==> config.mk <==
export PLATFORM = sky130hd
export DESIGN_NAME = apb_master_flat
export DESIGN_NICKNAME = d
export VERILOG_FILES = /design/src/rtl/apb_master_pkg.sv /design/src/rtl/apb_master_if.sv /design/src/rtl/apb_master.sv /design/src/flat_wrapper.sv
export SDC_FILE = /design/constraint.sdc
export NUM_CORES = 1
export LEC_CHECK = 0
export BUFFER_PORTS_ARGS = -buffer_cell sky130_fd_sc_hd__buf_2
export CORE_MARGIN = 2
export CORE_UTILIZATION = 35
export DETAILED_ROUTE_END_ITERATION = 10
export GPL_TIMING_DRIVEN = 0
export HOLD_SLACK_MARGIN = 0.1
export SLEW_MARGIN = 40
export SYNTH_ARGS = -nofsm -noshare
export SYNTH_HDL_FRONTEND = slang
export SYNTH_SLANG_ARGS = --single-unit
==> constraint.sdc <==
create_clock -name clk -period 3.7 [get_ports clk]
set_input_delay 0.74 -clock clk [delete_from_list [all_inputs] [get_ports clk]]
set_output_delay 0.74 -clock clk [all_outputs]
set_load 0.005 [all_outputs]
==> src/rtl/apb_master_pkg.sv <==
// Shared types for the APB requester: FSM state encoding and timeout counter width.
// No logic here; imported by the interface user and the top.
// Counter width bounds the largest programmable ACCESS-phase timeout.
package apb_master_pkg;

  typedef enum logic [1:0] {
    IDLE   = 2'd0,
    SETUP  = 2'd1,
    ACCESS = 2'd2,
    RESP   = 2'd3
  } state_e;

  // Width of the ACCESS-phase wait counter; TIMEOUT_CYCLES must fit in it.
  localparam int unsigned TMO_CNT_W = 16;

endpackage

==> src/rtl/apb_master_if.sv <==
// Command/response handshake plus APB requester/completer signals for apb_master.
// Pure wiring, no latency.
// Flow control is valid/ready on cmd and rsp, pready stretches the APB access.
interface apb_master_if;

  // Command channel
  logic        cmd_valid;
  logic        cmd_ready;
  logic        cmd_write;
  logic [31:0] cmd_addr;
  logic [31:0] cmd_wdata;

  // Response channel
  logic        rsp_valid;
  logic        rsp_ready;
  logic [31:0] rsp_rdata;
  logic        rsp_err;
  logic        rsp_timeout;

  // APB bus
  logic [31:0] APB_M_0_paddr;
  logic        APB_M_0_psel;
  logic        APB_M_0_penable;
  logic        APB_M_0_pwrite;
  logic [31:0] APB_M_0_pwdata;
  logic [31:0] APB_M_0_prdata;
  logic        APB_M_0_pready;
  logic        APB_M_0_pslverr;

  modport master (
    input  cmd_valid, cmd_write, cmd_addr, cmd_wdata, rsp_ready,
    input  APB_M_0_prdata, APB_M_0_pready, APB_M_0_pslverr,
    output cmd_ready, rsp_valid, rsp_rdata, rsp_err, rsp_timeout,
    output APB_M_0_paddr, APB_M_0_psel, APB_M_0_penable, APB_M_0_pwrite, APB_M_0_pwdata
  );

  modport slave (
    output cmd_valid, cmd_write, cmd_addr, cmd_wdata, rsp_ready,
    output APB_M_0_prdata, APB_M_0_pready, APB_M_0_pslverr,
    input  cmd_ready, rsp_valid, rsp_rdata, rsp_err, rsp_timeout,
    input  APB_M_0_paddr, APB_M_0_psel, APB_M_0_penable, APB_M_0_pwrite, APB_M_0_pwdata
  );

endinterface

==> src/rtl/apb_master.sv <==
// Single-outstanding APB requester: one command in, one APB transfer, one response out.
// Latency: cmd handshake -> rsp_valid in 3 cycles minimum (SETUP, ACCESS, RESP), plus APB wait states.
// Backpressure: cmd_ready only in IDLE; response held in RESP until rsp_ready; ACCESS aborts after TIMEOUT_CYCLES.
module apb_master
  import apb_master_pkg::*;
#(
  parameter int unsigned TIMEOUT_CYCLES = 255
) (
  input  logic          clk,
  input  logic          rst,
  apb_master_if.master  bus
);

  localparam logic [TMO_CNT_W-1:0] TMO_LIMIT = TMO_CNT_W'(TIMEOUT_CYCLES);

  state_e                 state_q;
  logic                   cmd_ready_q;
  logic                   psel_q;
  logic                   penable_q;
  logic                   pwrite_q;
  logic [31:0]            paddr_q;
  logic [31:0]            pwdata_q;
  logic                   rsp_valid_q;
  logic [31:0]            rsp_rdata_q;
  logic                   rsp_err_q;
  logic                   rsp_timeout_q;
  logic [TMO_CNT_W-1:0]   tmo_cnt_q;
  logic [TMO_CNT_W-1:0]   tmo_cnt_d;

  // Wait-state count this ACCESS cycle would reach if pready stays low.
  always_comb begin
    tmo_cnt_d = tmo_cnt_q + TMO_CNT_W'(1);
  end

  // Transfer FSM; every output is a register updated here.
  always_ff @(posedge clk) begin
    if (rst) begin
      state_q       <= IDLE;
      cmd_ready_q   <= 1'b0;
      psel_q        <= 1'b0;
      penable_q     <= 1'b0;
      pwrite_q      <= 1'b0;
      paddr_q       <= '0;
      pwdata_q      <= '0;
      rsp_valid_q   <= 1'b0;
      rsp_rdata_q   <= '0;
      rsp_err_q     <= 1'b0;
      rsp_timeout_q <= 1'b0;
      tmo_cnt_q     <= '0;
    end else begin
      case (state_q)
        IDLE: begin
          cmd_ready_q <= 1'b1;
          if (bus.cmd_valid && cmd_ready_q) begin
            // Address/control latched here stay untouched until the next command.
            paddr_q     <= bus.cmd_addr;
            pwrite_q    <= bus.cmd_write;
            pwdata_q    <= bus.cmd_wdata;
            cmd_ready_q <= 1'b0;
            psel_q      <= 1'b1;
            state_q     <= SETUP;
          end
        end

        SETUP: begin
          penable_q <= 1'b1;
          tmo_cnt_q <= '0;
          state_q   <= ACCESS;
        end

        ACCESS: begin
          // pready wins over a timeout landing in the same cycle.
          if (bus.APB_M_0_pready) begin
            rsp_rdata_q   <= pwrite_q ? 32'd0 : bus.APB_M_0_prdata;
            rsp_err_q     <= bus.APB_M_0_pslverr;
            rsp_timeout_q <= 1'b0;
            psel_q        <= 1'b0;
            penable_q     <= 1'b0;
            rsp_valid_q   <= 1'b1;
            state_q       <= RESP;
          end else begin
            tmo_cnt_q <= tmo_cnt_d;
            if (tmo_cnt_d == TMO_LIMIT) begin
              rsp_rdata_q   <= '0;
              rsp_err_q     <= 1'b1;
              rsp_timeout_q <= 1'b1;
              psel_q        <= 1'b0;
              penable_q     <= 1'b0;
              rsp_valid_q   <= 1'b1;
              state_q       <= RESP;
            end
          end
        end

        RESP: begin
          if (bus.rsp_ready) begin
            rsp_valid_q <= 1'b0;
            cmd_ready_q <= 1'b1;
            state_q     <= IDLE;
          end
        end

        default: begin
          state_q <= IDLE;
        end
      endcase
    end
  end

  assign bus.cmd_ready       = cmd_ready_q;
  assign bus.rsp_valid       = rsp_valid_q;
  assign bus.rsp_rdata       = rsp_rdata_q;
  assign bus.rsp_err         = rsp_err_q;
  assign bus.rsp_timeout     = rsp_timeout_q;
  assign bus.APB_M_0_paddr   = paddr_q;
  assign bus.APB_M_0_psel    = psel_q;
  assign bus.APB_M_0_penable = penable_q;
  assign bus.APB_M_0_pwrite  = pwrite_q;
  assign bus.APB_M_0_pwdata  = pwdata_q;

endmodule

==> src/flat_wrapper.sv <==
// flat-port wrapper written by rule: the top's interface ports become plain ports
module apb_master_flat import apb_master_pkg::*;
#(
  parameter int unsigned TIMEOUT_CYCLES = 255
)
  (clk, rst, bus_cmd_valid, bus_cmd_write, bus_cmd_addr, bus_cmd_wdata, bus_rsp_ready, bus_APB_M_0_prdata, bus_APB_M_0_pready, bus_APB_M_0_pslverr, bus_cmd_ready, bus_rsp_valid, bus_rsp_rdata, bus_rsp_err, bus_rsp_timeout, bus_APB_M_0_paddr, bus_APB_M_0_psel, bus_APB_M_0_penable, bus_APB_M_0_pwrite, bus_APB_M_0_pwdata);
  apb_master_if bus_i ();
  input  logic clk;
  input  logic rst;
  input wire logic [$bits(bus_i.cmd_valid)-1:0] bus_cmd_valid;
  input wire logic [$bits(bus_i.cmd_write)-1:0] bus_cmd_write;
  input wire logic [$bits(bus_i.cmd_addr)-1:0] bus_cmd_addr;
  input wire logic [$bits(bus_i.cmd_wdata)-1:0] bus_cmd_wdata;
  input wire logic [$bits(bus_i.rsp_ready)-1:0] bus_rsp_ready;
  input wire logic [$bits(bus_i.APB_M_0_prdata)-1:0] bus_APB_M_0_prdata;
  input wire logic [$bits(bus_i.APB_M_0_pready)-1:0] bus_APB_M_0_pready;
  input wire logic [$bits(bus_i.APB_M_0_pslverr)-1:0] bus_APB_M_0_pslverr;
  output wire logic [$bits(bus_i.cmd_ready)-1:0] bus_cmd_ready;
  output wire logic [$bits(bus_i.rsp_valid)-1:0] bus_rsp_valid;
  output wire logic [$bits(bus_i.rsp_rdata)-1:0] bus_rsp_rdata;
  output wire logic [$bits(bus_i.rsp_err)-1:0] bus_rsp_err;
  output wire logic [$bits(bus_i.rsp_timeout)-1:0] bus_rsp_timeout;
  output wire logic [$bits(bus_i.APB_M_0_paddr)-1:0] bus_APB_M_0_paddr;
  output wire logic [$bits(bus_i.APB_M_0_psel)-1:0] bus_APB_M_0_psel;
  output wire logic [$bits(bus_i.APB_M_0_penable)-1:0] bus_APB_M_0_penable;
  output wire logic [$bits(bus_i.APB_M_0_pwrite)-1:0] bus_APB_M_0_pwrite;
  output wire logic [$bits(bus_i.APB_M_0_pwdata)-1:0] bus_APB_M_0_pwdata;
  assign bus_i.cmd_valid = bus_cmd_valid;
  assign bus_i.cmd_write = bus_cmd_write;
  assign bus_i.cmd_addr = bus_cmd_addr;
  assign bus_i.cmd_wdata = bus_cmd_wdata;
  assign bus_i.rsp_ready = bus_rsp_ready;
  assign bus_i.APB_M_0_prdata = bus_APB_M_0_prdata;
  assign bus_i.APB_M_0_pready = bus_APB_M_0_pready;
  assign bus_i.APB_M_0_pslverr = bus_APB_M_0_pslverr;
  assign bus_cmd_ready = bus_i.cmd_ready;
  assign bus_rsp_valid = bus_i.rsp_valid;
  assign bus_rsp_rdata = bus_i.rsp_rdata;
  assign bus_rsp_err = bus_i.rsp_err;
  assign bus_rsp_timeout = bus_i.rsp_timeout;
  assign bus_APB_M_0_paddr = bus_i.APB_M_0_paddr;
  assign bus_APB_M_0_psel = bus_i.APB_M_0_psel;
  assign bus_APB_M_0_penable = bus_i.APB_M_0_penable;
  assign bus_APB_M_0_pwrite = bus_i.APB_M_0_pwrite;
  assign bus_APB_M_0_pwdata = bus_i.APB_M_0_pwdata;
  apb_master #(.TIMEOUT_CYCLES(TIMEOUT_CYCLES)) u_core (.clk(clk), .rst(rst), .bus(bus_i));
endmodule
# After elaboration in Yosys (flattened, before gate mapping)
# Index checks and enable logic that the tools add are counted.
# op_classes
n_addsub	1
eq_ne	8
n_mux	24
n_reduce_logical	15
# op_table
cell	count
32-bit 2-to-1 mux	3
16-bit case mux with 2 select lines	1
16-bit by 1-bit adder with 16-bit output, second input constant	1
16-bit by 8-bit equality test with 1-bit output, second input constant	1
16-bit 2-to-1 mux	1
1-bit 2-to-1 mux	10
2-bit AND reduction	5
2-bit nonzero test	5
3-bit AND reduction	3
2-bit 2-to-1 mux	4
1-bit case mux with 2 select lines	4
2-bit case mux with 4 select lines	1
2-bit equality test, second input constant	2
2-bit != test, second input constant	2
3-bit by 2-bit != test with 1-bit output, second input constant	1
2-bit by 1-bit equality test with 1-bit output, second input constant	1
2-bit logical NOT	1
2-bit by 1-bit != test with 1-bit output, second input constant	1
1-bit logical AND	1
# word_totals
ff_bits	121
in_bits	103
output_inout_bits	103
word_cells	60

# Longest topological paths before layout
# logic_depth
word_depth	5
ltp_mapped	10
ltp_nobuf	8

# Worst setup path before layout
# No wires, ideal clock.
# synth_timing
path_kind	register to register
from	reg u_core.tmo_cnt_q[1]
to	reg u_core.rsp_valid_q, in the netlist u_core.bus.rsp_valid
arrival_time_ns	2.513
required_ns	3.609
path_slack_ns	1.096
path_stages_with_launch	8
n_path_buf	0
cell_sequence	dfxtp_1 > ha_1 > nand4_2 > nor4_1 > xor2_1 > or4_4 > o41a_1 > a311oi_1
# synth_between
elab_chain_cells	4
# synth_lines
item	line_no	text
start, declared	apb_master.sv:27	logic [TMO_CNT_W-1:0] tmo_cnt_q;
start signal, assigned	apb_master.sv:82	tmo_cnt_q <= tmo_cnt_d;
16-bit by 1-bit adder with 16-bit output	apb_master.sv:32	tmo_cnt_d = tmo_cnt_q + TMO_CNT_W'(1);
16-bit by 8-bit equality test with 1-bit output	apb_master.sv:83	if (tmo_cnt_d == TMO_LIMIT) begin
3-bit by 2-bit != test with 1-bit output (no line)	-	
3-bit AND reduction (no line)	-	
end signal, assigned	apb_master.sv:45	rsp_valid_q <= 1'b0;
end signal, assigned	apb_master.sv:79	rsp_valid_q <= 1'b1;
end signal, assigned	apb_master.sv:89	rsp_valid_q <= 1'b1;
end, declared	apb_master.sv:23	logic rsp_valid_q;
# Every way passes these cells.
# A chain may end at the register's enable or synchronous reset.

# Worst setup path after layout
# layout_timing
from	reg u_core.tmo_cnt_q[1]
to	reg u_core.rsp_rdata_q[2], in the netlist u_core.bus.rsp_rdata[2]
# layout_between
elab_chain_cells	4
# layout_lines
item	line_no	text
16-bit by 1-bit adder with 16-bit output	apb_master.sv:32	
16-bit by 8-bit equality test with 1-bit output	apb_master.sv:83	
2-bit nonzero test (no line)	-	
2-bit AND reduction (no line)	-	
end signal, assigned	apb_master.sv:74	rsp_rdata_q <= pwrite_q ? 32'd0 : bus.APB_M_0_prdata;
end, declared	apb_master.sv:24	logic [31:0] rsp_rdata_q;
# Every way passes these cells.

==> impl_metrics.yaml <==
run_status:
  run_status: "finished clean"
synth:
  yosys.cell_types.count: 55
  synth-main-ff-cell: "dfxtp_1"
  synth-simple-area-share_pct: 20.7
  postSynthCellCount: 632
  synth_common_cells: "nand2_1, dfxtp_1, a21oi_1, o21ai_0, clkbuf_1"
  synth_xor_area_share_pct: 0.682
  synth_compound_area_share_pct: 23.7
  avgSynthCellArea_sq_um: 8.12
  synth-seq-cells: 121
  synthMuxAreaShare_pct: 0.195
  syn-num-nets: 741
  synth_edf_count: 0
  yosysTopAreaCell: "dfxtp_1"
  post-synth-top-count-cell: "nand2_1"
  synth_top_family_by_area: "compound AO/OA/AOI/OAI gates"
  synth_fa_ha_area_share_pct: 1.46
  synth.area.top_cells: "dfxtp_1, nand2_1, a21oi_1"
  yosysWarnings: 0
  synthDominantCellAreaShare_pct: 47.2
  ys_async_sr_fraction_pct: 0
  synth.cell_area_sq_um: 5130
  ys_seq_area_share_pct: 47.2
power:
  power_density_nw_per_um2: 601
  peakVddDrop_mv: 0.351
  p_leak_nw: 3.01
sta:
  fmax_ghz: 0.332
  finalHoldViolCount: 0
  setup_tns_ns: 0
  finalCritPeriodShare_pct: 81.4
  slew_headroom_pct: 55.4
  fin_skew_ns: 0.00708
  setup_viol: 0
  rsz0062_at_grt: "no"
  maxSlewViolCount: 0
  fin_crit_ns: 3.01
  worstMarginPinSlew_ns: 0.669
clock_network:
  root_buffer: "clkbuf_16"
  cts_tree: "built"
  clk_latency_ns: 0.42
  clk_pin_slew_ns: 0.06
  cts_buffers: 17
  cts_buffer_depth: 2
  cts_hold_buf: 0
  cts_resized: 0
  cts.sinks: 121
  postCtsSetupBuffers: 0
  htreeDepth: 4
global_route:
  grt_pass1_vias: 4851
  grt_pass1_wl_mm: 24.1
  gr-total-overflow: 0
  track_usage_pct: 18.9
  grt_max_degree: 17
  antenna_found_initial: 0
finish:
  drive_gt1_share_pct: 30.6
  fin_nets: 964
  antennaDiodeCount: 0
  fin_cells: 1052
  syn2layout_area_growth_pct: 35.6
worst_setup_path:
  worstSetupStartpointType: "flip-flop"
  startpoint: "u_core.tmo_cnt_q[1]"
  cp.required_ns: 4.00
  r2r_start: "u_core.tmo_cnt_q[1]"
  reg2reg_to: "u_core.bus.rsp_rdata[2]"
  r2r_cells: 8
  rrSetupSlack_ns: 0.69
  end_kind: "flip-flop"
  worstPathMaxFanout: 10
  critPathCapture: "u_core.bus.rsp_rdata[2]"
  cp_data_arrival_time_ns: 3.31
  critical_path_class: "flip-flop to flip-flop"
hold_path:
  hp-start: "u_core.bus.APB_M_0_pwdata[26]"
  min_path_type: "flip-flop to flip-flop"
routing:
  ant_nets: 0
  drc: 0
  drt_iter0_drc: 265
  vias: 5250
  routedWlPerCell_um: 14.1
  viasPerCell: 4.99
  drt_wl_total_mm: 14.8
  drt_first_pass_iters: 4
floorplanning:
  dieArea_sq_um: 15700
  core.rowCount: 44
  fp.dieW_um: 125
  io_pins: 206
  core_area_sq_um: 14400
  die_h_um: 125
  initial_utilization_pct: 35.6
placed_design:
  gp_congestion: 0.778
  portBuffers: 204
  dp.cells: 1020
  hpwl_mm: 10.6
job:
  cap_violations: 0
## routing by layer
| layer | GRT usage (%) | wire (um) | part of all wire [%] |
|---|---|---|---|
| met4 | 7.65 | 280 | 1.9 |
| met1 | 24.1 | 6870 | 46 |
| met2 | 29.7 | 6680 | 45 |
| met5 | 0 | 0 | 0 |
| met3 | 6.12 | 993 | 6.7 |
## area by class of cell
| class | count | area, sq um |
|---|---|---|
| clock buffers | 19 | 443 |
| fillers | 1498 | 7460 |
| multi-input cells | 449 | 2400 |
| repair buffers | 204 | 1020 |
| flip-flops and latches | 121 | 2420 |
| clock inverters | 13 | 128 |
| well taps | 184 | 230 |
| plain buffers | 55 | 287 |
| inverters | 7 | 26.3 |
## where the power goes
group | leakage (nW) | switching, mW | internal [mW]
clock | 0.282 | 0.599 | 1.00
combinational | 1.75 | 0.586 | 0.387
sequential | 0.981 | 0.113 | 1.50
## flip-flops by register name, summed over array words and instances, names as in the netlist
signal,cells
u_core.bus.APB_M_0_psel,1
u_core.tmo_cnt_q,16
u_core.bus.APB_M_0_penable,1
u_core.bus.rsp_err,1
u_core.bus.rsp_rdata,32
u_core.bus.cmd_ready,1
u_core.state_q,2
u_core.bus.APB_M_0_pwdata,32
u_core.bus.rsp_timeout,1
u_core.bus.APB_M_0_pwrite,1
u_core.bus.APB_M_0_paddr,32
u_core.bus.rsp_valid,1
## cells in the final DEF, fill, tap and decap left out, types with 8 or more instances in the layout
cell type	netlist	layout
nor2_1	21	21
nand3_1	8	8
o21ai_0	46	46
dfxtp_1	121	121
a32oi_1	32	32
a21oi_1	80	79
buf_2	8	212
a31oi_1	10	10
clkbuf_1	37	38
nand2_1	176	176
clkbuf_16	0	17
## how the worst min path moves through the flow
stage,cells past startpoint,slack [ns],end
after detailed placement,2,0.44,u_core.bus.APB_M_0_paddr[10]
after global routing,2,0.46,u_core.bus.APB_M_0_pwdata[28]
after CTS,2,0.45,u_core.bus.APB_M_0_paddr[10]
final,2,0.45,u_core.bus.APB_M_0_pwdata[26]
after global placement,2,0.44,u_core.bus.APB_M_0_paddr[20]
after floorplan,2,0.43,u_core.tmo_cnt_q[15]
## logic make-up (layout without fill, tap and decap cells)
family | Yosys count | after routing
DFF | 121 | 121
buffers and inverters | 62 | 298
adders and majority gates | 6 | 6
and+or+nand+nor | 241 | 241
xor gates and xnor gates | 4 | 4
muxes | 1 | 1
AOI/OAI and AO/OA | 197 | 197
## per-stage QoR
stage | util [%] | worst slack, ns | hold slack, ns | power (mW) | instance area [sq um]
floorplan | - | 1.10 | 0.432 | 2.19 | 5130
global placement | 44.3 | 0.739 | 0.439 | 2.62 | 6380
detailed placement | 44.3 | 0.735 | 0.443 | 2.61 | 6380
CTS | 48.2 | 0.705 | 0.451 | 4.23 | 6960
global route | 48.2 | 0.373 | 0.463 | 4.44 | 6960
finish | 48.2 | 0.690 | 0.450 | 4.18 | 6960
## worst max-delay path, cell delays in order (launching register included)
cell     delay, ns
dfxtp_1       0.47
ha_1          0.26
nand4_2       0.22
nor4_1        0.54
xor2_1        0.16
nor4_1        0.51
a21o_1        0.34
buf_2         0.27
o21ai_0       0.12
(Power assumes the default switching activity.)
